`config.mk`:
```
export PLATFORM = sky130hd
export DESIGN_NAME = unidade_controle_rodadas_flat
export DESIGN_NICKNAME = d
export VERILOG_FILES = /design/src/rtl/unidade_controle_rodadas_if.sv /design/src/rtl/unidade_controle_rodadas.sv /design/src/flat_wrapper.sv
export SDC_FILE = /design/constraint.sdc
export NUM_CORES = 1
export LEC_CHECK = 0
export ABC_CLOCK_PERIOD_IN_PS = 4200
export CORE_ASPECT_RATIO = 1.25
export CORE_MARGIN = 5
export CORE_UTILIZATION = 58
export CTS_CLUSTER_DIAMETER = 100
export DETAILED_ROUTE_END_ITERATION = 6
export HOLD_SLACK_MARGIN = 0.1
export PLACE_DENSITY = 0.84
export REMOVE_ABC_BUFFERS = 1
export SLEW_MARGIN = 5
export SYNTH_ARGS = -nofsm -noshare
export SYNTH_HDL_FRONTEND = slang
export SYNTH_SLANG_ARGS = --single-unit
```
`constraint.sdc`:
```
create_clock -name clock -period 4.2 [get_ports clock]
set_input_delay 0.84 -clock clock [delete_from_list [all_inputs] [get_ports clock]]
set_output_delay 0.84 -clock clock [all_outputs]
set_load 0.005 [all_outputs]
```
`src/rtl/unidade_controle_rodadas_if.sv`:
```
// Control bundle between the game top level (master) and the round control unit (slave).
// Carries the player/datapath inputs and the decoded controller outputs.
interface unidade_controle_rodadas_if #(
  parameter int ADDR_WIDTH = 4
);
  logic                  iniciar;
  logic                  jogada;
  logic                  igual;
  logic                  modo;
  logic                  zeraR;
  logic                  registraR;
  logic [ADDR_WIDTH-1:0] endereco;
  logic [ADDR_WIDTH-1:0] rodada;
  logic                  acertou;
  logic                  errou;
  logic                  timeout;
  logic                  pronto;
  logic [3:0]            db_estado;

  modport master (
    output iniciar, jogada, igual, modo,
    input  zeraR, registraR, endereco, rodada, acertou, errou, timeout, pronto, db_estado
  );

  modport slave (
    input  iniciar, jogada, igual, modo,
    output zeraR, registraR, endereco, rodada, acertou, errou, timeout, pronto, db_estado
  );
endinterface

```
`src/rtl/unidade_controle_rodadas.sv`:
```
// Round controller for the growing-sequence game: round k needs plays at addresses 0..k.
// Owns address/round counters and an optional inactivity timer; outputs are Moore-decoded.
//
// state          | meaning
// inicial        | idle after reset, waiting for iniciar
// preparacao     | clear counters and play register
// inicia_rodada  | rewind address for a new round
// espera         | waiting for a play (timer runs when modo=1)
// registra       | load play register
// comparacao     | judge play against memory
// proximo        | advance to next address in round
// proxima_rodada | advance to next round
// fim_acerto     | game won
// fim_erro       | wrong play
// fim_timeout    | inactivity expiry
module unidade_controle_rodadas #(
  parameter int ADDR_WIDTH  = 4,
  parameter int TIMEOUT     = 3000,
  parameter int TIMER_WIDTH = 12
) (
  input logic clock,
  input logic reset,
  unidade_controle_rodadas_if.slave bus
);

  typedef enum logic [3:0] {
    INICIAL        = 4'h0,
    PREPARACAO     = 4'h1,
    INICIA_RODADA  = 4'h2,
    ESPERA         = 4'h3,
    REGISTRA       = 4'h4,
    COMPARACAO     = 4'h5,
    PROXIMO        = 4'h6,
    PROXIMA_RODADA = 4'h7,
    FIM_ACERTO     = 4'hA,
    FIM_TIMEOUT    = 4'hD,
    FIM_ERRO       = 4'hE
  } estado_t;

  localparam logic [TIMER_WIDTH-1:0] TIMER_FIM = TIMER_WIDTH'(TIMEOUT - 1);

  estado_t               estado, estado_prox;
  logic [ADDR_WIDTH-1:0] endereco, rodada;
  logic [TIMER_WIDTH-1:0] timer;
  logic                  expirou;

  assign expirou      = bus.modo && (timer == TIMER_FIM);
  assign bus.endereco = endereco;
  assign bus.rodada   = rodada;

  always_ff @(posedge clock or negedge reset) begin
    if (!reset) estado <= INICIAL;
    else        estado <= estado_prox;
  end

  always_ff @(posedge clock or negedge reset) begin
    if (!reset) begin
      endereco <= '0;
      rodada   <= '0;
      timer    <= '0;
    end else begin
      case (estado)
        PREPARACAO: begin
          endereco <= '0;
          rodada   <= '0;
        end
        INICIA_RODADA: begin
          endereco <= '0;
          timer    <= '0;
        end
        ESPERA: begin
          // dropping modo freezes the count rather than clearing it
          if (bus.jogada)                   timer <= '0;
          else if (bus.modo && !expirou)    timer <= timer + 1'b1;
        end
        PROXIMO: begin
          endereco <= endereco + 1'b1;
          timer    <= '0;
        end
        PROXIMA_RODADA: rodada <= rodada + 1'b1;
        default: ;
      endcase
    end
  end

  always_comb begin
    estado_prox   = estado;
    bus.zeraR     = 1'b0;
    bus.registraR = 1'b0;
    bus.acertou   = 1'b0;
    bus.errou     = 1'b0;
    bus.timeout   = 1'b0;
    bus.pronto    = 1'b0;
    bus.db_estado = estado;
    case (estado)
      INICIAL: begin
        bus.zeraR = 1'b1;
        if (bus.iniciar) estado_prox = PREPARACAO;
      end
      PREPARACAO: begin
        bus.zeraR   = 1'b1;
        estado_prox = INICIA_RODADA;
      end
      INICIA_RODADA: estado_prox = ESPERA;
      ESPERA: begin
        if (bus.jogada)  estado_prox = REGISTRA;
        else if (expirou) estado_prox = FIM_TIMEOUT;
      end
      REGISTRA: begin
        bus.registraR = 1'b1;
        estado_prox   = COMPARACAO;
      end
      COMPARACAO: begin
        if (!bus.igual)              estado_prox = FIM_ERRO;
        else if (endereco != rodada) estado_prox = PROXIMO;
        else if (rodada != '1)       estado_prox = PROXIMA_RODADA;
        else                         estado_prox = FIM_ACERTO;
      end
      PROXIMO:        estado_prox = ESPERA;
      PROXIMA_RODADA: estado_prox = INICIA_RODADA;
      FIM_ACERTO: begin
        bus.pronto  = 1'b1;
        bus.acertou = 1'b1;
        if (bus.iniciar) estado_prox = PREPARACAO;
      end
      FIM_ERRO: begin
        bus.pronto = 1'b1;
        bus.errou  = 1'b1;
        if (bus.iniciar) estado_prox = PREPARACAO;
      end
      FIM_TIMEOUT: begin
        bus.pronto  = 1'b1;
        bus.timeout = 1'b1;
        if (bus.iniciar) estado_prox = PREPARACAO;
      end
      default: begin
        bus.db_estado = 4'hF;
        estado_prox   = INICIAL;
      end
    endcase
  end

endmodule
```
`src/flat_wrapper.sv`:
```
// flat-port wrapper written by rule: the top's interface ports become plain ports
module unidade_controle_rodadas_flat 
#(
  parameter int ADDR_WIDTH  = 4,
  parameter int TIMEOUT     = 3000,
  parameter int TIMER_WIDTH = 12
)
  (clock, reset, bus_iniciar, bus_jogada, bus_igual, bus_modo, bus_zeraR, bus_registraR, bus_endereco, bus_rodada, bus_acertou, bus_errou, bus_timeout, bus_pronto, bus_db_estado);
  unidade_controle_rodadas_if #(.ADDR_WIDTH(ADDR_WIDTH)) bus_i ();
  input logic clock;
  input logic reset;
  input wire logic [$bits(bus_i.iniciar)-1:0] bus_iniciar;
  input wire logic [$bits(bus_i.jogada)-1:0] bus_jogada;
  input wire logic [$bits(bus_i.igual)-1:0] bus_igual;
  input wire logic [$bits(bus_i.modo)-1:0] bus_modo;
  output wire logic [$bits(bus_i.zeraR)-1:0] bus_zeraR;
  output wire logic [$bits(bus_i.registraR)-1:0] bus_registraR;
  output wire logic [$bits(bus_i.endereco)-1:0] bus_endereco;
  output wire logic [$bits(bus_i.rodada)-1:0] bus_rodada;
  output wire logic [$bits(bus_i.acertou)-1:0] bus_acertou;
  output wire logic [$bits(bus_i.errou)-1:0] bus_errou;
  output wire logic [$bits(bus_i.timeout)-1:0] bus_timeout;
  output wire logic [$bits(bus_i.pronto)-1:0] bus_pronto;
  output wire logic [$bits(bus_i.db_estado)-1:0] bus_db_estado;
  assign bus_i.iniciar = bus_iniciar;
  assign bus_i.jogada = bus_jogada;
  assign bus_i.igual = bus_igual;
  assign bus_i.modo = bus_modo;
  assign bus_zeraR = bus_i.zeraR;
  assign bus_registraR = bus_i.registraR;
  assign bus_endereco = bus_i.endereco;
  assign bus_rodada = bus_i.rodada;
  assign bus_acertou = bus_i.acertou;
  assign bus_errou = bus_i.errou;
  assign bus_timeout = bus_i.timeout;
  assign bus_pronto = bus_i.pronto;
  assign bus_db_estado = bus_i.db_estado;
  unidade_controle_rodadas #(.ADDR_WIDTH(ADDR_WIDTH), .TIMEOUT(TIMEOUT), .TIMER_WIDTH(TIMER_WIDTH)) u_core (.clock(clock), .reset(reset), .bus(bus_i));
endmodule
```
# Word level (Yosys, flattened, before mapping)

Index checks and enable logic that the tools add are counted.

Bits in registers: 24
Output and inout bits: 18
Input port bits: 6
Word-level logic and storage cells: 58

Muxes and demuxes: 19
$add $sub $neg: 3
Equality and inequality tests: 16
Reduce and logical (&&, ||, !) cells: 16

Operators by type and width:

| kind                                                | count |
|---|---|
| 2-to-1 mux 4 bit                                    | 7 |
| 2-to-1 mux 12 bit                                   | 2 |
| one-hot mux 12 bit (2 select lines)                 | 1 |
| one-hot mux 4 bit (6 select lines)                  | 1 |
| equality test 4 x 3 -> 1 bit, second input constant | 4 |
| one-hot mux 4 bit (2 select lines)                  | 2 |
| adder 12 x 1 -> 12 bit, second input constant       | 1 |
| equality test 12 bit, second input constant         | 1 |
| equality test 4 bit, second input constant          | 3 |
| OR reduction 11 bit                                 | 1 |
| adder 4 x 1 -> 4 bit, second input constant         | 2 |
| equality test 4 x 2 -> 1 bit, second input constant | 2 |
| OR reduction 2 bit                                  | 4 |
| 2-to-1 mux 1 bit                                    | 6 |
| != test 3 x 2 -> 1 bit, second input constant       | 2 |
| nonzero test 2 bit                                  | 3 |
| equality test 4 x 1 -> 1 bit, second input constant | 1 |
| logical NOT 4 bit                                   | 1 |
| != test 4 bit                                       | 1 |
| != test 4 bit, second input constant                | 1 |
| AND reduction 2 bit                                 | 2 |
| OR reduction 4 bit                                  | 1 |
| OR reduction 3 bit                                  | 1 |
| logical AND 1 bit                                   | 2 |
| 2 further kinds                                     | 2 |

# Logic depth before layout (Yosys ltp)

Depth in word-level cells: 7
Mapped depth: 7
Depth with buffers taken out: 6

# Worst setup path before layout

Ideal clock, no wire load.

Path kind: reg2out
Start: register u_core.estado[2]
End: output bus_errou
Required time: 3,360 ps
Cell stages (with the launch flop): 5
Data arrival time: 1,110 ps
Path buffers: 2
Path slack: 2,250 ps
Path through: dfrtp_1 -> clkbuf_1 -> clkbuf_1 -> nand2_1 -> nor2_1

Longest elaborated chain between the ends: 2

RTL lines:

| item                   | line                           | text |
|---|---|---|
| start, declared        | unidade_controle_rodadas.sv:42 | `estado_t estado, estado_prox;` |
| start signal, assigned | unidade_controle_rodadas.sv:53 | `else estado <= estado_prox;` |
| equality test 4 bit    | unidade_controle_rodadas.sv:95 | `case (estado)` |
| 2-to-1 mux 1 bit       | unidade_controle_rodadas.sv:95 |  |
| end, declared          | flat_wrapper.sv:21             | `output wire logic [$bits(bus_i.errou)-1:0] bus_errou;` |

No other way between the ends.

# Final worst setup path

Start: register u_core.estado[3]
End: output bus_registraR

Longest elaborated chain between the ends: 2

RTL lines:

| item                         | line                           | text |
|---|---|---|
| equality test 4 x 3 -> 1 bit | unidade_controle_rodadas.sv:95 |  |
| 2-to-1 mux 1 bit             | unidade_controle_rodadas.sv:95 |  |
| end, declared                | flat_wrapper.sv:17             | `output wire logic [$bits(bus_i.registraR)-1:0] bus_registraR;` |

No other way between the ends.

==> summary.txt <==
Floorplan
  • Total Die Area: ~4000 sq um
  • Row count: 21
  • Number of primary I/O pins: 24
  • Core Region: 2706 sq um
  • Die Ht: 69.51 microns
  • Initial standard-cell utilization of the core: 0.6070
  • X dimension of the die: 57.60 microns

Logic synthesis
  • Synthesized instance count: between 150 and 200
  • Count of synthesis-stage warnings from yosys: 0
  • Top cell type by total area after synthesis: dfrtp_1
  • Most frequent cell after synthesis: nand2_1
  • Share of synthesized area occupied by flip-flops and latches: 0.3656
  • Ys async rst share: 1.000
  • Post-synth EDFFs: 0
  • Top cell types by occurrence after synthesis: nand2_1, dfrtp_1, o21ai_1
  • Area contributors post-synth: dfrtp_1, nand2_1, o21ai_1
  • Number of register bits inferred by synthesis: 24
  • Synthesized area: 1643 sq um
  • Area fraction of the dominant cell type after synthesis: 0.3656
  • Syn_area_per_cell: 8.339 sq um
  • Count of different cell masters after synthesis: 51
  • Most frequently used flop master after synthesis: dfrtp_1

Clock network
  • Maximum root-to-sink buffer count: 2
  • Number of cells upsized or downsized after cts: 0
  • Root buffer cell: clkbuf_4
  • Clock transition time at the flip-flop clock pins of the worst setup and hold paths: approximately 0.13 ns
  • Number of buffers created by CTS: 3
  • Post CTS Setup Buffer Count: 0
  • Clock Latency Late Sink: 0.31 ns
  • Maximum level of the CTS H-tree: 1
  • Hold-fix buffers at CTS: 0
  • Sinks on the clock net: 24
  • CTS tree: done

Worst hold path
  • End point of the most critical hold path: u_core.timer[0]$_DFFE_PN0P_
  • Worst min-delay path class: reg -> reg
  • Hold path startpoint: u_core.timer[0]$_DFFE_PN0P_
  • WHS Path Cells: 1

Timing
  • Minimum setup slack in the final design: approximately 1.2 ns
  • Final TNS setup: 0 ns
  • Number of hold violations in the final report: 0
  • Number of pins exceeding their max-slew limit in the final report: 0
  • Period Utilization, post-route: 0.7085
  • Achievable Freq: 336.1 MHz
  • Worst slew margin relative to its limit: 0.2895
  • Transition time at the pin with the least slew margin: 1.062 ns
  • Clock skew after layout: 0.001849 ns
  • Finish-stage setup viols: 0
  • RSZ-0062 raised after global routing: no
  • Fin crit period: about 3.0 ns

Worst setup path
  • Crit Path Category: reg -> out
  • R2r startpoint: u_core.estado[2]$_DFFE_PN0P_
  • Data arrival time of the critical path: 2.14 ns
  • Crit-path max FO: 22
  • Destination of the worst register-to-register timing path: u_core.timer[4]$_DFFE_PN0P_
  • Worst endpoint required time: 3.36 ns
  • Launching element type of the critical path: flop
  • Reg-to-reg setup timing slack: approximately 2.1 ns
  • Critical Path End Type: output port
  • Depth of the most critical reg-to-reg path: 4
  • Worst Setup SP: u_core.estado[3]$_DFFE_PN0P_

Finish
  • Ratio of cells with drive above 1 in the final layout: 0.06103
  • Area added between synthesis and finish: 16.53%
  • Antenna diode instance count: 0
  • Layout net count: ~220
  • Final std cell area, no fill: between 1500 and 2000 sq um
  • Post-route non-filler standard cell count: 247

Global route
  • First-pass GRT wire length: 6.789 mm
  • Vias in the first global route: 1530
  • Largest net degree at the start of global routing: 25
  • Total track usage: 0.2073
  • Number of antenna violations at the first check in global routing: 0
  • Overall overflow remaining after global route: 0

Pwr
  • Power density of the placed cells: 598.5 nW/um^2
  • Lkg Pwr: 0.7992 nW
  • Worst voltage drop across the vdd grid: 0.0005293 V

Placed design
  • Sum of net half-perimeters after detailed placement: between 2 and 3 mm
  • Post-placement worst setup slack: about 1.6 ns
  • Number of instances in the placed design: 243
  • Count of input and output buffers: 23
  • Gp weighted congestion: about 0.9
  • Placement-stage cell area: 1862 sq um

Drt
  • Initial DRC Count: 74
  • Residual antenna-violating net count after detailed routing: 0
  • Total number of vias: 1534
  • Average detailed-routed wire length per instance: between 15 and 20 microns
  • Residual DRC: 0
  • Average via count per standard cell: 6.211
  • Aggregate routed wire length: 3.830 mm
  • Count of TritonRoute iterations in the first routing pass: 4

Flow run
  • Count of maximum capacitance violations: 0

Run status
  • Status: completed
[cell usage in the layout (no fill, tap or decap), drive strengths merged, types with 4 or more instances in the layout]
master and instances:
a21o 4, a21oi 12, a31oi 5, and2 4, and3 4, clkdlybuf4s50 23
dfrtp 24, inv 6, nand2 28, nand2b 5, nand3 6, nand4 6
nor2 12, nor3 4, o21ai 24, xnor2 4
[final cells by class]
class | instances | area (sq um)
Clock buffer | 3 | 22.52
Clock inverter | 1 | 30.03
Fill cell | 220 | 792.0
Inverter | 6 | 22.52
Multi-Input combinational cell | 156 | 965.9
Sequential cell | 24 | 600.6
Tap cell | 34 | 42.54
Timing Repair Buffer | 23 | 230.2
[flip-flops by register name (all words and copies together) (netlist names)]
| name | cells |
|---|---|
| u_core.estado | 4 |
| u_core.bus.rodada | 4 |
| u_core.timer | 12 |
| u_core.bus.endereco | 4 |
[critical path: stages (launching register included)]
cell	delay, ns
dfrtp_1	0.62
nor2_1	0.38
nand2_1	0.17
nor2_1	0.14
clkdlybuf4s50_1	0.51
[through the flow]
step | hold slack [ns] | util | total power [mW]
4_1_cts | 0.5220 | 0.7074 | 1.145
6_report | 0.5208 | 0.7074 | 1.146
3_3_place_gp | 0.4717 | 0.6879 | 0.9600
5_1_grt | 0.5469 | 0.7074 | 1.248
2_1_floorplan | 0.4525 | - | 0.7505
3_5_place_dp | 0.5020 | 0.6879 | 0.9752
[how the worst max path moves through the flow]
stage,endpoint,slack (ns)
final,bus_registraR,1.22
after global routing,bus_registraR,1.06
after CTS,bus_registraR,1.21
after detailed placement,bus_registraR,1.58
after global placement,bus_registraR,1.57
after floorplan,u_core.estado[0]$_DFFE_PN0P_,2.27
[cell families (layout without fill, tap and decap cells)]
| family | after synthesis | in the layout | share of synthesized area |
|---|---|---|---|
| compound gates | 63 | 63 | 0.2567 |
| xor+xnor | 4 | 4 | 0.02132 |
| fa+ha+maj | 3 | 3 | 0.02285 |
| buf+inv | 17 | 33 | 0.04646 |
| flops | 24 | 24 | 0.3656 |
| mux | 3 | 3 | 0.01828 |
| simple gates | 83 | 83 | 0.2689 |
[report_power, final]
group / switching, mW / internal [mW] / total [mW]
clock: 0.0693 / 0.0964 / 0.166
combinational: 0.286 / 0.277 / 0.563
sequential: 0.139 / 0.278 / 0.417
[layer usage]
layer	vias to the layer above	GRT usage	part of all wire
li1	755	-	-
met1	719	0.2450	0.41
met2	52	0.3656	0.52
met3	8	0.03166	0.045
met4	0	0.07990	0.015
met5	-	0	0
Note: power is estimated with default switching activity, not from simulation.
